File: src/rtl/mips_ctrl_pkg.sv
// Shared definitions for the multi-cycle MIPS controller: opcodes, FSM state encoding,
// and the datapath select codes driven on ALUOp / ALUSrcB / PCSource.
package mips_ctrl_pkg;

  localparam logic [5:0] OP_RTYPE = 6'd0;
  localparam logic [5:0] OP_J     = 6'd2;
  localparam logic [5:0] OP_BEQ   = 6'd4;
  localparam logic [5:0] OP_ADDI  = 6'd8;
  localparam logic [5:0] OP_LW    = 6'd35;
  localparam logic [5:0] OP_SW    = 6'd43;

  typedef enum logic [3:0] {
    S_IDLE     = 4'd0,
    S_FETCH    = 4'd1,
    S_DECODE   = 4'd2,
    S_EXEC_R   = 4'd3,
    S_R_WB     = 4'd4,
    S_MEM_ADDR = 4'd5,
    S_MEM_RD   = 4'd6,
    S_MEM_WB   = 4'd7,
    S_MEM_WR   = 4'd8,
    S_BRANCH   = 4'd9,
    S_JUMP     = 4'd10,
    S_ADDI_EX  = 4'd11,
    S_ADDI_WB  = 4'd12,
    S_ERROR    = 4'd13,
    S_TRAP     = 4'd14
  } state_t;

  localparam logic [1:0] ALUOP_ADD   = 2'b00;
  localparam logic [1:0] ALUOP_SUB   = 2'b01;
  localparam logic [1:0] ALUOP_FUNCT = 2'b10;

  localparam logic [1:0] SRCB_REG     = 2'b00;
  localparam logic [1:0] SRCB_FOUR    = 2'b01;
  localparam logic [1:0] SRCB_IMM     = 2'b10;
  localparam logic [1:0] SRCB_IMM_SH2 = 2'b11;

  localparam logic [1:0] PCSRC_ALU    = 2'b00;
  localparam logic [1:0] PCSRC_ALUOUT = 2'b01;
  localparam logic [1:0] PCSRC_JUMP   = 2'b10;

  // States that hold a memory request open until MEM_READY.
  function automatic logic is_wait_state(input state_t s);
    return (s == S_FETCH) || (s == S_MEM_RD) || (s == S_MEM_WR);
  endfunction

endpackage

File: src/rtl/mem_wait_timer.sv
// Memory-stall watchdog: down-counter reloaded whenever no stall is in progress;
// flags timeout on the MEM_TIMEOUT-th consecutive stalled cycle (MEM_TIMEOUT=0 disables).
module mem_wait_timer #(
  parameter int unsigned MEM_TIMEOUT = 15
) (
  input  logic clk,
  input  logic rst_n,
  input  logic wait_state,
  input  logic mem_ready,
  output logic timeout
);

  if (MEM_TIMEOUT == 0) begin : g_off
    logic unused_inputs;
    assign unused_inputs = clk ^ rst_n ^ wait_state ^ mem_ready;
    assign timeout = 1'b0;
  end else begin : g_on
    localparam int unsigned CW = (MEM_TIMEOUT > 1) ? $clog2(MEM_TIMEOUT) : 1;
    localparam logic [CW-1:0] LOAD = CW'(MEM_TIMEOUT - 1);

    logic [CW-1:0] remain;
    logic          stalled;

    assign stalled = wait_state && !mem_ready;

    always_ff @(posedge clk or negedge rst_n) begin
      if (!rst_n) begin
        remain <= LOAD;
      end else if (!stalled) begin
        remain <= LOAD;
      end else if (remain != '0) begin
        remain <= remain - CW'(1);
      end
    end

    // A ready in the terminal cycle clears stalled, so normal advance wins.
    assign timeout = stalled && (remain == '0);
  end

endmodule

File: src/rtl/mips_multicycle_ctrl.sv
// Multi-cycle MIPS main controller (Moore FSM) with memory-stall timeout and retired counter.
// Optional: define ILLEGAL_TRAP_EN to trap on unlisted opcodes instead of treating them as NOP.
//
//  state    | meaning
//  IDLE     | after reset, all outputs 0
//  FETCH    | read instruction at PC, PC+4 (IR/PC load on MEM_READY)
//  DECODE   | register read, branch target precompute
//  EXEC_R   | R-type ALU operation
//  R_WB     | write ALUOut to rd
//  MEM_ADDR | lw/sw effective address
//  MEM_RD   | data read, wait MEM_READY
//  MEM_WB   | write MDR to rt
//  MEM_WR   | data write, wait MEM_READY
//  BRANCH   | beq compare, PC load if Zero
//  JUMP     | PC load with jump target
//  ADDI_EX  | A + signext imm
//  ADDI_WB  | write ALUOut to rt
//  ERROR    | memory timeout, BUS_ERR held until reset
//  TRAP     | illegal opcode, TRAP held until reset
module mips_multicycle_ctrl
  import mips_ctrl_pkg::*;
#(
  parameter int unsigned INSTR_CNT_W = 32,
  parameter int unsigned MEM_TIMEOUT = 15
) (
  input  logic                   CLK,
  input  logic                   RESET_N,
  input  logic [5:0]             opcode,
  input  logic                   Zero,
  input  logic                   MEM_READY,
  output logic                   PCWrite,
  output logic                   PCWriteCond,
  output logic                   IorD,
  output logic                   MemRead,
  output logic                   MemWrite,
  output logic                   MemtoReg,
  output logic                   IRWrite,
  output logic                   RegDst,
  output logic                   RegWrite,
  output logic                   ALUSrcA,
  output logic [1:0]             ALUSrcB,
  output logic [1:0]             ALUOp,
  output logic [1:0]             PCSource,
  output logic                   BUS_ERR,
  output logic                   TRAP,
  output logic [INSTR_CNT_W-1:0] INSTR_RETIRED
);

  state_t                 state;
  state_t                 next_state;
  logic                   wait_state;
  logic                   timeout;
  logic                   retire;
  logic [INSTR_CNT_W-1:0] retired;

  // Zero is consumed by the datapath (PC enable = PCWrite | PCWriteCond & Zero).
  logic unused_zero;
  assign unused_zero = Zero;

  assign wait_state = is_wait_state(state);

  mem_wait_timer #(
    .MEM_TIMEOUT(MEM_TIMEOUT)
  ) u_wait_timer (
    .clk       (CLK),
    .rst_n     (RESET_N),
    .wait_state(wait_state),
    .mem_ready (MEM_READY),
    .timeout   (timeout)
  );

  always_ff @(posedge CLK or negedge RESET_N) begin
    if (!RESET_N) begin
      state <= S_IDLE;
    end else begin
      state <= next_state;
    end
  end

  always_comb begin
    next_state  = state;
    PCWrite     = 1'b0;
    PCWriteCond = 1'b0;
    IorD        = 1'b0;
    MemRead     = 1'b0;
    MemWrite    = 1'b0;
    MemtoReg    = 1'b0;
    IRWrite     = 1'b0;
    RegDst      = 1'b0;
    RegWrite    = 1'b0;
    ALUSrcA     = 1'b0;
    ALUSrcB     = SRCB_REG;
    ALUOp       = ALUOP_ADD;
    PCSource    = PCSRC_ALU;
    BUS_ERR     = 1'b0;
    TRAP        = 1'b0;

    case (state)
      S_IDLE: next_state = S_FETCH;

      S_FETCH: begin
        MemRead  = 1'b1;
        ALUSrcB  = SRCB_FOUR;
        IRWrite  = MEM_READY;
        PCWrite  = MEM_READY;
        if (timeout) begin
          next_state = S_ERROR;
        end else if (MEM_READY) begin
          next_state = S_DECODE;
        end
      end

      S_DECODE: begin
        ALUSrcB = SRCB_IMM_SH2;
        case (opcode)
          OP_RTYPE:     next_state = S_EXEC_R;
          OP_LW, OP_SW: next_state = S_MEM_ADDR;
          OP_BEQ:       next_state = S_BRANCH;
          OP_J:         next_state = S_JUMP;
          OP_ADDI:      next_state = S_ADDI_EX;
`ifdef ILLEGAL_TRAP_EN
          default:      next_state = S_TRAP;
`else
          default:      next_state = S_FETCH;
`endif
        endcase
      end

      S_EXEC_R: begin
        ALUSrcA    = 1'b1;
        ALUOp      = ALUOP_FUNCT;
        next_state = S_R_WB;
      end

      S_R_WB: begin
        RegDst     = 1'b1;
        RegWrite   = 1'b1;
        next_state = S_FETCH;
      end

      S_MEM_ADDR: begin
        ALUSrcA    = 1'b1;
        ALUSrcB    = SRCB_IMM;
        next_state = (opcode == OP_LW) ? S_MEM_RD : S_MEM_WR;
      end

      S_MEM_RD: begin
        MemRead = 1'b1;
        IorD    = 1'b1;
        if (timeout) begin
          next_state = S_ERROR;
        end else if (MEM_READY) begin
          next_state = S_MEM_WB;
        end
      end

      S_MEM_WB: begin
        MemtoReg   = 1'b1;
        RegWrite   = 1'b1;
        next_state = S_FETCH;
      end

      S_MEM_WR: begin
        MemWrite = 1'b1;
        IorD     = 1'b1;
        if (timeout) begin
          next_state = S_ERROR;
        end else if (MEM_READY) begin
          next_state = S_FETCH;
        end
      end

      S_BRANCH: begin
        ALUSrcA     = 1'b1;
        ALUOp       = ALUOP_SUB;
        PCWriteCond = 1'b1;
        PCSource    = PCSRC_ALUOUT;
        next_state  = S_FETCH;
      end

      S_JUMP: begin
        PCWrite    = 1'b1;
        PCSource   = PCSRC_JUMP;
        next_state = S_FETCH;
      end

      S_ADDI_EX: begin
        ALUSrcA    = 1'b1;
        ALUSrcB    = SRCB_IMM;
        next_state = S_ADDI_WB;
      end

      S_ADDI_WB: begin
        RegWrite   = 1'b1;
        next_state = S_FETCH;
      end

      S_ERROR: BUS_ERR = 1'b1;

      S_TRAP: begin
`ifdef ILLEGAL_TRAP_EN
        TRAP = 1'b1;
`endif
      end

      default: next_state = S_IDLE;
    endcase
  end

  // A stall in FETCH is not a new arrival, so FETCH->FETCH does not retire.
  assign retire = (next_state == S_FETCH) && (state != S_FETCH) && (state != S_IDLE);

  always_ff @(posedge CLK or negedge RESET_N) begin
    if (!RESET_N) begin
      retired <= '0;
    end else if (retire && (retired != '1)) begin
      retired <= retired + INSTR_CNT_W'(1);
    end
  end

  assign INSTR_RETIRED = retired;

endmodule

File: config.mk
export PLATFORM = sky130hd
export DESIGN_NAME = mips_multicycle_ctrl
export DESIGN_NICKNAME = d
export VERILOG_FILES = /design/src/rtl/mips_ctrl_pkg.sv /design/src/rtl/mem_wait_timer.sv /design/src/rtl/mips_multicycle_ctrl.sv
export SDC_FILE = /design/constraint.sdc
export NUM_CORES = 1
export LEC_CHECK = 0
export CAP_MARGIN = 20
export CORE_ASPECT_RATIO = 0.5
export CORE_MARGIN = 2
export CORE_UTILIZATION = 40
export DETAILED_ROUTE_END_ITERATION = 8
export HOLD_SLACK_MARGIN = 0.06
export PLACE_DENSITY = 0.66
export SETUP_SLACK_MARGIN = 0.02
export SLEW_MARGIN = 20
export SYNTH_ARGS = -nofsm -noshare
export SYNTH_HDL_FRONTEND = slang
export SYNTH_HIERARCHICAL = 1
export SYNTH_SLANG_ARGS = --single-unit
File: constraint.sdc
create_clock -name CLK -period 9.5 [get_ports CLK]
set_input_delay 2.375 -clock CLK [delete_from_list [all_inputs] [get_ports CLK]]
set_output_delay 2.375 -clock CLK [all_outputs]
set_load 0.005 [all_outputs]
==> run metrics <==
cts hold-fix bufs=0; CTS tree=built; total power=367 µW; Pre-antenna DRT Iters=4; register bit count reported by yosys=40; adder-cell share of the synthesized area=0.0143; RSZ-0062 raised after global routing=no; relative slew slack=0.330; Root Buffer=clkbuf_16; port bufs=57; routability cong.=between 0.8 and 0.9; DRC=0; fin crit share=0.674; Sum Neg Setup Slack=0 ns; largest net degree at the start of global routing=41; number of global-route vias before repair=approximately 2.1k; Fmax=between 150 and 200 MHz; first-pass GRT wire length=9930 µm; CTS Buf Count=5; final number of setup-violating endpoints=0; Most used DFF post-synth=dfrtp_1; Clock Sink Count=40; antenna diode count=0; Syn Nets=around 290; max-slew violation count=0; synth-to-layout area growth=27.7%; initial antenna violation count=0; synth unique cells=just under 60; mux contribution to synthesized area=0.0157; Worst-path clk slew=0.06 ns; die width=roughly 120 µm; actual slew at the worst max-slew pin=between 0.9 and 1 ns; Detailed Route Iter0 Violations=around 170; Final #Nets=338; DIE HEIGHT=between 60 and 70 µm; Routed WL per cell=14.3 µm; compound-cell area share of the yosys netlist=0.0765; hold path cells=1; fraction of layout cells with a size suffix above 1=0.113; worst min path class=reg2reg; CTS H-tree depth=2; Post-CTS Setup Inserts=0; Simple-Gate Fraction of Synth Area=0.346; synth warn=6; largest family of logic cells by synthesized area=simple AND/OR/NAND/NOR gates; Syn Inst Count=around 280; Initial Utilization=0.424; worst-skew pair later-pin latency=0.28 ns; critical path class=in2out; Post-synth EDFFs=0; post-CTS sizing=0; CP max FO=9; DR vias/cell=roughly 5.4; antenna viol nets, final=0; Hold WS=around 0.49 ns; detailed placement HPWL=~4200 µm; Worst setup SP type=input port; CP endpoint kind=output pin; DIE AREA=approximately 7300 µm²; Leakage=1.42 nW; ys async rst share=1.00; core area=approximately 6200 µm²; r2r setup slk=around 5.3 ns; Peak VDD IR=0.0692 mV; Hold Violations, Final=0; DR vias=between 2k and 2.5k; io pins=60; min cycle time layout=about 6.4 ns; GRT Util Overall=0.167; row count=20; mapped cell area=between 2000 and 3000 µm²; clk buf depth=2; P per Cell Area=about 110 nW/µm²; max_cap viols=0; Avg Inst Size Synth=between 9 and 10 µm²; status=completed; reg2reg path depth=12; critical path required time=between 7 and 8 ns; xor/xnor cell area share of the yosys netlist=0.110; final WL=~5900 µm; total global routing overflow=0; clock skew=0.00519 ns; Seq/Total Area, Yosys=0.381; crit path DAT=4.03 ns
## per-stage QoR
stage	worst slack (ns)	area [µm²]	util	std cells
after floorplan	4.25	2630	-	278
after global placement	3.14	3200	0.516	406
after global routing	3.03	3360	0.542	414
after detailed placement	3.10	3200	0.516	406
final	3.10	3360	0.542	414
after CTS	3.08	3360	0.542	414
## kinds of logic (layout without fill, tap and decap cells)
group | count (synthesis) | count (layout)
simple gates | 144 | 144
flops | 40 | 40
xor+xnor | 33 | 33
compound gates | 28 | 28
buf+inv | 25 | 73
mux | 4 | 4
fa+ha+maj | 3 | 3
other cells | 1 | 1
## per-layer routing
| metal | global-route usage | share of wire | vias up |
|---|---|---|---|
| met3 | 0.0296 | 0.038 | 5 |
| met5 | 0 | 0 | - |
| met4 | 0.0425 | 0.010 | 0 |
| met1 | 0.228 | 0.49 | 1092 |
| met2 | 0.286 | 0.47 | 45 |
| li1 | - | - | 1102 |
## state kept, by name, summed over array words and instances (netlist names)
register	cells
INSTR_RETIRED	32
state	4
u_wait_timer/g_on.remain	4
## cell usage after synthesis, types with 5 or more instances
cell / n / area share
and3_1: 7 / 0.017
nor3_1: 15 / 0.029
buf_2: 7 / 0.013
nand2_1: 19 / 0.027
nand4_1: 6 / 0.014
nor3_2: 9 / 0.034
xor2_1: 29 / 0.096
nand3_1: 18 / 0.034
or3_1: 5 / 0.012
nand2b_1: 5 / 0.012
inv_1: 7 / 0.010
nor4_2: 6 / 0.029
dfrtp_1: 37 / 0.35
nor2_1: 14 / 0.020
buf_4: 5 / 0.014
## worst max-delay path: stages
cell	delay [ns]
clkdlybuf4s50_1	0.63
nor4b_1	0.36
or2_2	0.17
clkdlybuf4s50_1	0.49
## area by class of cell
class	instances	area, µm²
clock inverter	2	35.0
tap	88	110
inverter	7	26.3
clock buffer	6	129
multi-input combinational	213	1490
sequential	40	1000
fill	576	2840
timing repair buffer	58	573
## where the power goes
group	switching, mW	leakage, nW	internal (mW)
logic	0.00569	0.820	0.00364
registers	0	0.523	0.170
clock network	0.0637	0.0808	0.123
total	0.0694	1.42	0.298
## path summary, 6_finish.rpt
path	from	to
max in group asynchronous	RESET_N	INSTR_RETIRED[7]
hold reg to reg	INSTR_RETIRED[17]	INSTR_RETIRED[17]
hold / removal	INSTR_RETIRED[17]	INSTR_RETIRED[17]
setup reg to reg	state[2]	INSTR_RETIRED[1]
min in group asynchronous	RESET_N	INSTR_RETIRED[26]
setup / recovery	MEM_READY	PCWrite
## placed cells by master (no fill, tap or decap), types with 2 or more instances in the layout
master / n
clkbuf_16: 5
xor2_1: 29
o21ai_1: 2
or2_2: 3
o211ai_1: 2
and4_1: 4
nor2b_1: 4
nor4_1: 4
nor2_1: 14
o21ai_0: 4
o22ai_1: 3
dfrtp_1: 37
and2_1: 4
nand4b_1: 2
nand3b_1: 4
xnor2_1: 4
nor3_1: 15
and3_1: 7
ha_1: 3
nor4_2: 6
nand2_1: 19
nor3b_1: 3
nand4_1: 6
nand3_1: 18
or3_1: 5
or4_1: 2
inv_1: 7
nand2b_1: 5
dfstp_2: 3
a31oi_1: 2
a21oi_1: 4
nor4b_1: 3
nor3_2: 9
clkdlybuf4s50_1: 56
mux2i_1: 3
No activity file was read; power rests on OpenSTA's default activity.
